--- src/rtl/mul_issue_ctrl.sv ---
`default_nettype none
// ============================================================================
// Module   : mul_issue_ctrl
// Brief    : EX-to-multiplier sequencer: operand capture, result word select,
//            flush drain and watchdog. Optional MUL_ZERO_BYPASS_EN skips the
//            multiplier when an operand is zero.
// Revision : 1.0 - initial release
// ============================================================================
module mul_issue_ctrl #(
    parameter int TIMEOUT_CYCLES = 64,
    parameter int TAG_W          = 5
) (
    input  logic             clk,
    input  logic             reset,
    input  logic             in_valid,
    output logic             in_ready,
    input  logic [1:0]       in_op,
    input  logic [31:0]      in_x,
    input  logic [31:0]      in_y,
    input  logic [TAG_W-1:0] in_tag,
    input  logic             flush,
    output logic             out_valid,
    input  logic             out_ready,
    output logic [31:0]      out_data,
    output logic [TAG_W-1:0] out_tag,
    output logic             busy,
    output logic             err_timeout,
    output logic             mul_req,
    output logic [31:0]      mul_x,
    output logic [31:0]      mul_y,
    output logic             mul_signed,
    input  logic             mul_done,
    input  logic [63:0]      mul_result
);

    localparam int         c_CNT_W = $clog2(TIMEOUT_CYCLES + 1);
    localparam logic [1:0] c_IDLE  = 2'd0;
    localparam logic [1:0] c_BUSY  = 2'd1;
    localparam logic [1:0] c_DRAIN = 2'd2;
    localparam logic [1:0] c_RESP  = 2'd3;

    logic [1:0]         r_state;
    logic [1:0]         w_state_nxt;
    logic [c_CNT_W-1:0] r_wait_cnt;
    logic [31:0]        r_x;
    logic [31:0]        r_y;
    logic [TAG_W-1:0]   r_tag;
    logic [1:0]         r_op;
    logic               r_signed;
    logic [31:0]        r_data;
    logic               r_err;
    logic               w_accept;
    logic               w_expired;
    logic               w_timeout;
    logic               w_capture;
    logic               w_zero;

    assign w_accept  = (r_state == c_IDLE) && in_valid && !flush;
    assign w_expired = (r_wait_cnt == c_CNT_W'(TIMEOUT_CYCLES - 1));
    assign w_capture = (r_state == c_BUSY) && mul_done && !flush;
    assign w_zero    = (in_x == 32'd0) || (in_y == 32'd0);

    always_ff @(posedge clk or posedge reset) begin
        if (reset) begin
            r_state <= c_IDLE;
        end else begin
            r_state <= w_state_nxt;
        end
    end

    // Completion beats the watchdog, and the watchdog beats a flush in BUSY.
    always_comb begin
        w_state_nxt = r_state;
        w_timeout   = 1'b0;
        case (r_state)
            c_IDLE: begin
                if (w_accept) begin
`ifdef MUL_ZERO_BYPASS_EN
                    w_state_nxt = w_zero ? c_RESP : c_BUSY;
`else
                    w_state_nxt = c_BUSY;
`endif
                end
            end
            c_BUSY: begin
                if (mul_done) begin
                    w_state_nxt = flush ? c_IDLE : c_RESP;
                end else if (w_expired) begin
                    w_state_nxt = c_IDLE;
                    w_timeout   = 1'b1;
                end else if (flush) begin
                    w_state_nxt = c_DRAIN;
                end
            end
            c_DRAIN: begin
                if (mul_done) begin
                    w_state_nxt = c_IDLE;
                end else if (w_expired) begin
                    w_state_nxt = c_IDLE;
                    w_timeout   = 1'b1;
                end
            end
            c_RESP: begin
                if (flush || out_ready) begin
                    w_state_nxt = c_IDLE;
                end
            end
            default: w_state_nxt = c_IDLE;
        endcase
    end

    always_comb begin
        in_ready  = (r_state == c_IDLE);
        busy      = (r_state != c_IDLE);
        out_valid = (r_state == c_RESP);
        mul_req   = (r_state == c_BUSY) || (r_state == c_DRAIN);
    end

    always_ff @(posedge clk or posedge reset) begin
        if (reset) begin
            r_x        <= 32'd0;
            r_y        <= 32'd0;
            r_tag      <= '0;
            r_op       <= 2'd0;
            r_signed   <= 1'b0;
            r_data     <= 32'd0;
            r_err      <= 1'b0;
            r_wait_cnt <= '0;
        end else begin
            r_err <= w_timeout;
            if (w_accept) begin
                r_x        <= in_x;
                r_y        <= in_y;
                r_tag      <= in_tag;
                r_op       <= in_op;
                r_signed   <= (in_op == 2'b00) || (in_op == 2'b01);
                r_wait_cnt <= '0;
`ifdef MUL_ZERO_BYPASS_EN
                if (w_zero) begin
                    r_data <= 32'd0;
                end
`endif
            end else if (mul_req) begin
                r_wait_cnt <= r_wait_cnt + 1'b1;
            end
            // Ops 01/10 want the high word; 00/11 the low word.
            if (w_capture) begin
                r_data <= (r_op[0] ^ r_op[1]) ? mul_result[63:32] : mul_result[31:0];
            end
        end
    end

    assign out_data    = r_data;
    assign out_tag     = r_tag;
    assign err_timeout = r_err;
    assign mul_x       = r_x;
    assign mul_y       = r_y;
    assign mul_signed  = r_signed;

endmodule
`default_nettype wire

--- config.mk ---
export PLATFORM = sky130hd
export DESIGN_NAME = mul_issue_ctrl
export DESIGN_NICKNAME = d
export VERILOG_FILES = /design/src/rtl/mul_issue_ctrl.sv
export SDC_FILE = /design/constraint.sdc
export NUM_CORES = 1
export LEC_CHECK = 0
export BUFFER_PORTS_ARGS = -buffer_cell sky130_fd_sc_hd__clkbuf_2
export CAP_MARGIN = 20
export CORE_UTILIZATION = 49
export CTS_CLUSTER_DIAMETER = 50
export DETAILED_ROUTE_END_ITERATION = 8
export PLACE_DENSITY = 0.85
export SLEW_MARGIN = 40
export SYNTH_ARGS = -nofsm -noshare
export SYNTH_HDL_FRONTEND = slang
export SYNTH_SLANG_ARGS = --single-unit
--- constraint.sdc ---
create_clock -name clk -period 7.2 [get_ports clk]
set_input_delay 1.44 -clock clk [delete_from_list [all_inputs] [get_ports clk]]
set_output_delay 1.44 -clock clk [all_outputs]
set_load 0.01 [all_outputs]
==> metrics list, run 1 <==
- Result of the run: completed
* Nature of the critical path startpoint: register
* Worst R2R Setup Slack: 5.11 ns
- The most used flip-flop cell after synthesis is dfrtp_1.
- Counting every net in the synthesized netlist gives ~650.
- Post-detailed-route wirelength per cell: roughly 13 microns
- Total iterations of the first detailed-routing run: 4
* H-tree depth: 4
* Final critical-path required period: between 3 and 4 ns
* Vertical extent of the die: just over 100 microns
* Utilization after layout: around 70%
- Max-cap violations in this run came to 0.
- Number of buffers created by CTS: 17
- For the worst-skew pair, the clock arrives at the later sink with an insertion delay of 0.50 ns.
- Dividing total power by cell area gives a power density of ~460 nW/um^2.
- Maximum operating frequency: about 330 MHz
- Starting DRC count in detailed routing: 149
- Worst hold path startpoint: mul_x[27]
* Hold Path Stages: 2
* Worst R2R Path Depth: 7
* Number of distinct library cells after synthesis: 32
- Delay of the slowest cell on the worst path: 0.43 ns
* Number of nets still failing antenna checks after routing: 0
- Setup violations remaining at the end of the flow were counted as 0.
- Counting every sink on the clock net gives approximately 110.
- Initial standard-cell utilization of the core: approximately half
- In this run the core area contains 35 standard-cell rows.
- The number of global-route vias before repair came to around 4000.
- Summed over all nets, the half-perimeter wirelength after detailed placement is 8.67 mm.
* Average vias per placed instance: 4.79
- Cell taking the most area after synthesis: dfrtp_1
- Hold repair after CTS inserted 0 buffers.
* R2r startpoint: r_state[0]
* Mean cell area of the mapped netlist: around 9.7 sq um
- Count of yosys warnings during synthesis: 0
- Slowest-stage cell, CP: ha_1
- After synthesis the netlist holds a flip-flop and latch count of ~110.
* Hold Vio Cnt, Final: 0
- Measured along the x axis, the die boundary spans slightly above 100 microns.
- Count leader, synth: nand2_1
* Setup crit end kind: output pin
- Core Box Area: ~9400 sq um
* Lkg Pwr: ~0.0038 uW
- For this run, the total global-route usage over all layers was measured as a little under a quarter.
- Hold Crit Endpoint: mul_x[27]
- The initial antenna violation count came to 0.
- In the synthesized netlist the async set-or-reset flop fraction comes to 100%.
* Setup TNS after final layout: 0 ns
* I/O pins: roughly 250
- Setup Fix Bufs, Post-CTS: 0
- The floorplan step defined a die boundary enclosing 10300 sq um.
* Required time at the worst-slack endpoint: about 5.8 ns
- The final number of max-transition violations is 0.
- Post-CTS resize count: 0
- The cell area that synthesis handed to floorplanning was 4830 sq um.
- Worst Hold Class: reg -> reg
- Of all nets on the critical path, the largest fanout is 7.
- The placed instances occupy a cell area of between 6000 and 7000 sq um.
- Critical path data arrival time: 1.61 ns
* Register area share after synthesis: about three fifths
- Counting the fill cells in the layout gives a little over 700.
- Clock Skew: around 0.0092 ns
- CTS tree: built
* Post-layout net count: between 800 and 900
* Vias: ~4200
- Growth of design area from synthesis to finish: 37.5%
- Largest cells by area after synthesis: dfrtp_1 (59%), nand2_1 (19%), mux2i_1 (7.0%)
- Drc violations: 0
- For the pin with the worst max-slew slack, the measured transition is ~0.8 ns.
- Maximum number of pins on one net before global-route repair: a little under 80
- Post-synthesis cell count: 499
- Top cell types by occurrence after synthesis: nand2_1 (250), dfrtp_1 (114), mux2i_1 (34)
* CTS root buf: clkbuf_8
- Of the available clock period, the critical path in the final layout requires ~42%.
- # port buffers: roughly 250
- The share of synthesized area in the top cell type comes to about 59%.
* Clock Path Buffers: 2
- Total routed wirelength: ~12 mm
- IR analysis of the VDD net gives a maximum drop of between 200 and 250 uV.
- The first global-routing pass estimated 18.0 mm of wire.
- Number of enable-type register cells in the synthesized netlist: 0
- Measured against its own limit, the worst slew margin works out to a little under half.
- RePlAce Congestion: ~0.83
- WS Path Type: reg -> out
- The endpoint identified for the worst register-to-register timing path is out_tag[2].
- Global routing finished with a remaining overflow of 0.
- Walking the worst path, the cells encountered are inv_1 -> ha_1 -> clkbuf_2.
* Antenna diodes: 0
- After clock tree synthesis, the clock-pin slew on the worst setup and hold paths is 0.05 ns.
- Setup repair after global routing left no endpoint under its margin.
- Summed area of non-filler cells in the final layout: 6650 sq um
* Share of final-layout standard cells stronger than drive strength 1: 38.8%
state kept, by name (all words and copies together) (netlist names):
signal,flops
mul_x,32
mul_y,32
out_data,32
r_wait_cnt,7
out_tag,5
r_op,2
r_state,2
err_timeout,1
mul_signed,1
cell usage in the layout (no fill, tap or decap), types with 5 or more instances in the layout:
master | netlist | final
nand2_1 | 250 | 249
clkbuf_2 | 0 | 247
dfrtp_1 | 114 | 114
mux2i_1 | 34 | 34
o21ai_1 | 30 | 30
clkbuf_16 | 0 | 16
nor2_1 | 7 | 7
o21ai_0 | 6 | 6
clkinvlp_4 | 0 | 6
ha_1 | 5 | 5
power by group:
part	switching [uW]	internal, uW
sequential	172	933
combinational	649	485
clock	285	508
total	1110	1930
stage by stage:
stage	setup WS, ns	hold slack [ns]	power [uW]	std cells
after floorplan	2.74	0.508	1850	499
after global placement	4.21	0.457	2200	853
after detailed placement	4.28	0.463	2260	853
after CTS	4.11	0.479	3070	884
after global routing	4.06	0.496	3240	884
final	4.15	0.476	3030	884
layer usage:
metal  up-vias  part of all wire, %  track usage, %
met1      1971                   39            25.3
met5         -                    0               0
met2       170                   52            42.0
met3        21                  6.5            7.45
met4         0                  1.9            9.59
li1       2072                    -               -
worst max-delay path by stage:
stage	from	end	slack (ns)	depth (start not counted)
floorplan	reset	err_timeout	2.74	1
global route	r_state[0]	mul_req	4.06	3
CTS	r_state[0]	mul_req	4.11	3
detailed placement	flush	mul_y[20]	4.28	6
finish	r_state[1]	mul_req	4.15	3
global placement	flush	r_state[1]	4.21	5
area by class of cell:
type,count,area (sq um),share of cell area (%)
clock buffer,19,442,6.65
clock inverter,12,133,2.00
inverter,4,17.5,0.264
multi-input combinational,355,1770,26.6
sequential,114,2850,42.9
tap,129,161,2.43
timing repair buffer,251,1270,19.1
critical path: cells and delay by family, from the launching register on:
kind	cells	cell delay (ns)
DFF	1	0.40
adders and majority gates	1	0.43
buffers and inverters	2	0.28
kinds of logic after synthesis:
group / share of synthesized area, %
multiplexers: 7.27
flip-flops: 59.0
AO/OA/AOI/OAI: 4.56
AND/OR/NAND/NOR: 22.0
adder cells (fa/ha/maj): 1.29
XOR/XNOR: 1.29
buffers and inverters: 4.61
No activity file was read; power rests on OpenSTA's default activity.
==> run 2: changes to the inputs <==
--- a/config.mk
+++ b/config.mk
@@ -7,10 +7,10 @@
 export LEC_CHECK = 0
 export BUFFER_PORTS_ARGS = -buffer_cell sky130_fd_sc_hd__clkbuf_2
 export CAP_MARGIN = 20
-export CORE_UTILIZATION = 49
+export CORE_UTILIZATION = 41
 export CTS_CLUSTER_DIAMETER = 50
 export DETAILED_ROUTE_END_ITERATION = 8
-export PLACE_DENSITY = 0.85
+export PLACE_DENSITY = 0.76
 export SLEW_MARGIN = 40
 export SYNTH_ARGS = -nofsm -noshare
 export SYNTH_HDL_FRONTEND = slang
==> constraint.sdc (replaced) <==
create_clock -name clk -period 2.6 [get_ports clk]
set_input_delay 0.52 -clock clk [delete_from_list [all_inputs] [get_ports clk]]
set_output_delay 0.52 -clock clk [all_outputs]
set_load 0.01 [all_outputs]
==> run 2 against run 1 <==
Via count rose by 0.90%. Largest power group unchanged. Sequential share of layout area down 0.46 points. Final cell count increased by 2.1%. Combinational power increased to 2.8 times the previous value. Critical path type unchanged. First-iteration DRC count increased by 67%. Largest cell class unchanged. Flip-flop and latch count is the same. Core utilization shrank 12 points. Critical endpoint unchanged. Register-to-register slack got worse by 4.4 ns.
==> metrics list, run 2 (same netlist as run 1, synthesis figures left out) <==
* Growth of design area from synthesis to finish: 39.0%
- PwrDens: 1260 nW/um^2 (+180%)
* Max-cap violation count: 0 (unchanged)
* Lkg Pwr: 0.00388 uW (+0.75%)
- Setup TNS after final layout: 0 ns (unchanged)
- Biggest fanout along the worst timing path: 7 (unchanged)
- In the layout the commonest cells are nand2_1 (249), clkbuf_2 (247), dfrtp_1 (114).
- # port buffers: 247 (unchanged)
* Slowest-stage cell, CP: ha_1
- Leaving out fill and tap cells, the most frequent cell in the layout is nand2_1.
- Number of placement rows: 39 (+11%)
- The fill cell instance count of the final layout came to 1008 (+39%).
- The I/O pin count came to 248 (unchanged).
* Antenna diodes: 0 (unchanged)
- Number of buffers created by CTS: 17 (unchanged)
- The biggest cell delay along the critical path came to 0.45 ns (+0.02 ns).
* Setup repair after global routing missed its margin: no
- The worst setup path is launched from a register.
* Transition at the pin with the smallest max-transition slack: 0.613 ns (-0.184 ns)
- The routed design could run at a clock period as short as 2.04 ns.
- The combined global-route utilization of all metal layers was 20.2% (-3.1 points).
- Vertical extent of the die: 111 microns (+9.1%)
* First-pass GRT wire length: 19.8 mm (+9.9%)
* Sinks on Clock Net: 114 (unchanged)
* Dominant delay contributor by cell family on the critical path: adder cells
- Starting DRC count in detailed routing: 249 (+67%)
* Maximum number of pins on one net before global-route repair: 79 (unchanged)
* Hold Vio Cnt, Final: 0 (unchanged)
- The initial antenna violation count is 0 (unchanged).
- The via density per instance is 4.73 (-1.2%).
* Placed cell count: 871 (+2.1%)
- Core Box Area: 11500 sq um (+22%)
- Clock Path Buffers: 2 (unchanged)
- The number of global-route vias before repair came to 4298 (+5.6%).
- The flow ran to the end, and the final reports show no timing, DRC or antenna violations.
- Number of nets still failing antenna checks after routing: 0 (unchanged)
* Post-CTS resize count: 0 (unchanged)
- Setup crit end kind: output pin
* WHS: 0.185 ns (-0.291 ns)
- Setup WS pre-CTS: 0.738 ns (-3.54 ns)
- The max-slew headroom at the worst pin came to 59.1% (+12 points).
- Count of hold-fix buffers inserted at cts: 0 (unchanged)
- The number of cells on the worst reg-to-reg path was 7 (unchanged).
* CTS root buf: clkbuf_16
- H-tree depth: 4 (unchanged)
- Count of buffer and inverter cells on the critical path: 2 (unchanged)
- The arrival time at the worst endpoint is 1.52 ns (-0.09 ns).
* Filler-free cell count of the finished design: 903 (+2.1%)
- The setup path with the least slack is of type reg -> out.
- Maximum operating frequency: 490 MHz
- Number of logic stages on the critical path including buffering: 3 (unchanged)
- Dividing the final minimum period by the clock period gives about four fifths.
- The tightest min-delay check is of the in -> async type.
- HPWL after detailed placement: 8.80 mm (+1.5%)
- The overall power after layout is 8460 uW (+180%).
- Clock Skew: 0.00543 ns (-0.00380 ns)
* Maximum vdd drop: 544 uV (+140%)
- The final number of max-transition violations came to 0 (unchanged).
* Total iterations of the first detailed-routing run: 5 (+1)
- Final worst-path setup slack: 0.560 ns (-3.59 ns)
- The total wire length is 11.8 mm (-0.74%).
- The fraction of final layout cells sized beyond drive strength 1 is 38.9% (+0.14 points).
- The via total after detailed routing came to 4272 (+0.90%).
- Drc violations: 0 (unchanged)
* Die Area: 12200 sq um (+19%)
- The number of setup violations in the final report was 0 (unchanged).
- Latest clock arrival within the worst-skew pair: 0.41 ns (-0.09 ns)
* Total grt overflow: 0 (unchanged)
- The weighted congestion at the end of routability-driven global placement was 0.777 (-6.0%).
- Cell breakdown of the critical path: inv_1 -> ha_1 -> clkbuf_2
* Post-layout net count: 893 (+0.45%)
- The initial cell density of the core is 42.1% (-9.2 points).
- The average routed wire per standard cell came to 13.0 microns (-2.8%).
* Setup Fix Bufs, Post-CTS: 0 (unchanged)
- Worst-path clk slew: 0.05 ns (about the same)
- The required time of the critical path came to 2.08 ns (-3.68 ns).
- Die W: 111 microns (+9.1%)
- TritonCTS built the clock tree.
-- run 2: cell count changes in the layout (fill, tap and decap cells not counted), sizes merged --
cell / change
clkinv: +5
clkinvlp: -3
buf: +4
clkbuf: +1
inv: -2
-- run 2: metal layers --
metal	up-vias	track usage, %	routed length, microns
li1	2085	-	-
met1	1990	23.4	4850
met2	171	34.3	5930
met3	26	6.42	724
met4	0	8.89	278
met5	-	0	0
-- run 2: final timing paths --
kind                       slack [ns]            to       start
hold / removal                   0.18  out_data[27]       reset
hold reg to reg                  0.47      mul_x[2]    mul_x[2]
max in group asynchronous        1.73      mul_x[0]       reset
setup / recovery                 0.56       mul_req  r_state[1]
setup reg to reg                 0.72     mul_x[30]  r_state[0]
min in group clk                 0.30     mul_x[27]    in_x[27]
-- run 2: layout make-up --
type / count / area [sq um] / share of cell area, %
Inverter: 4 / 18.8 / 0.279
Multi-Input combinational cell: 355 / 1770 / 26.3
Sequential cell: 114 / 2850 / 42.5
Clock buffer: 20 / 447 / 6.65
Clock inverter: 12 / 134 / 1.99
Tap cell: 143 / 179 / 2.66
Timing Repair Buffer: 255 / 1320 / 19.7
-- run 2: report_power, final --
| part | switching [uW] | internal [uW] | leakage, uW | total, uW |
|---|---|---|---|---|
| Clock | 804 | 1440 | 0.000280 | 2240 |
| Sequential | 491 | 2580 | 0.00143 | 3070 |
| Combinational | 1780 | 1360 | 0.00217 | 3140 |
| Total | 3080 | 5380 | 0.00388 | 8460 |
-- run 2: per-stage QoR --
stage | instance area, sq um | utilization [%]
2_1_floorplan | 4840 | -
3_3_place_gp | 6140 | 53.5
3_5_place_dp | 6140 | 53.5
4_1_cts | 6720 | 58.6
5_1_grt | 6720 | 58.6
6_report | 6720 | 58.6
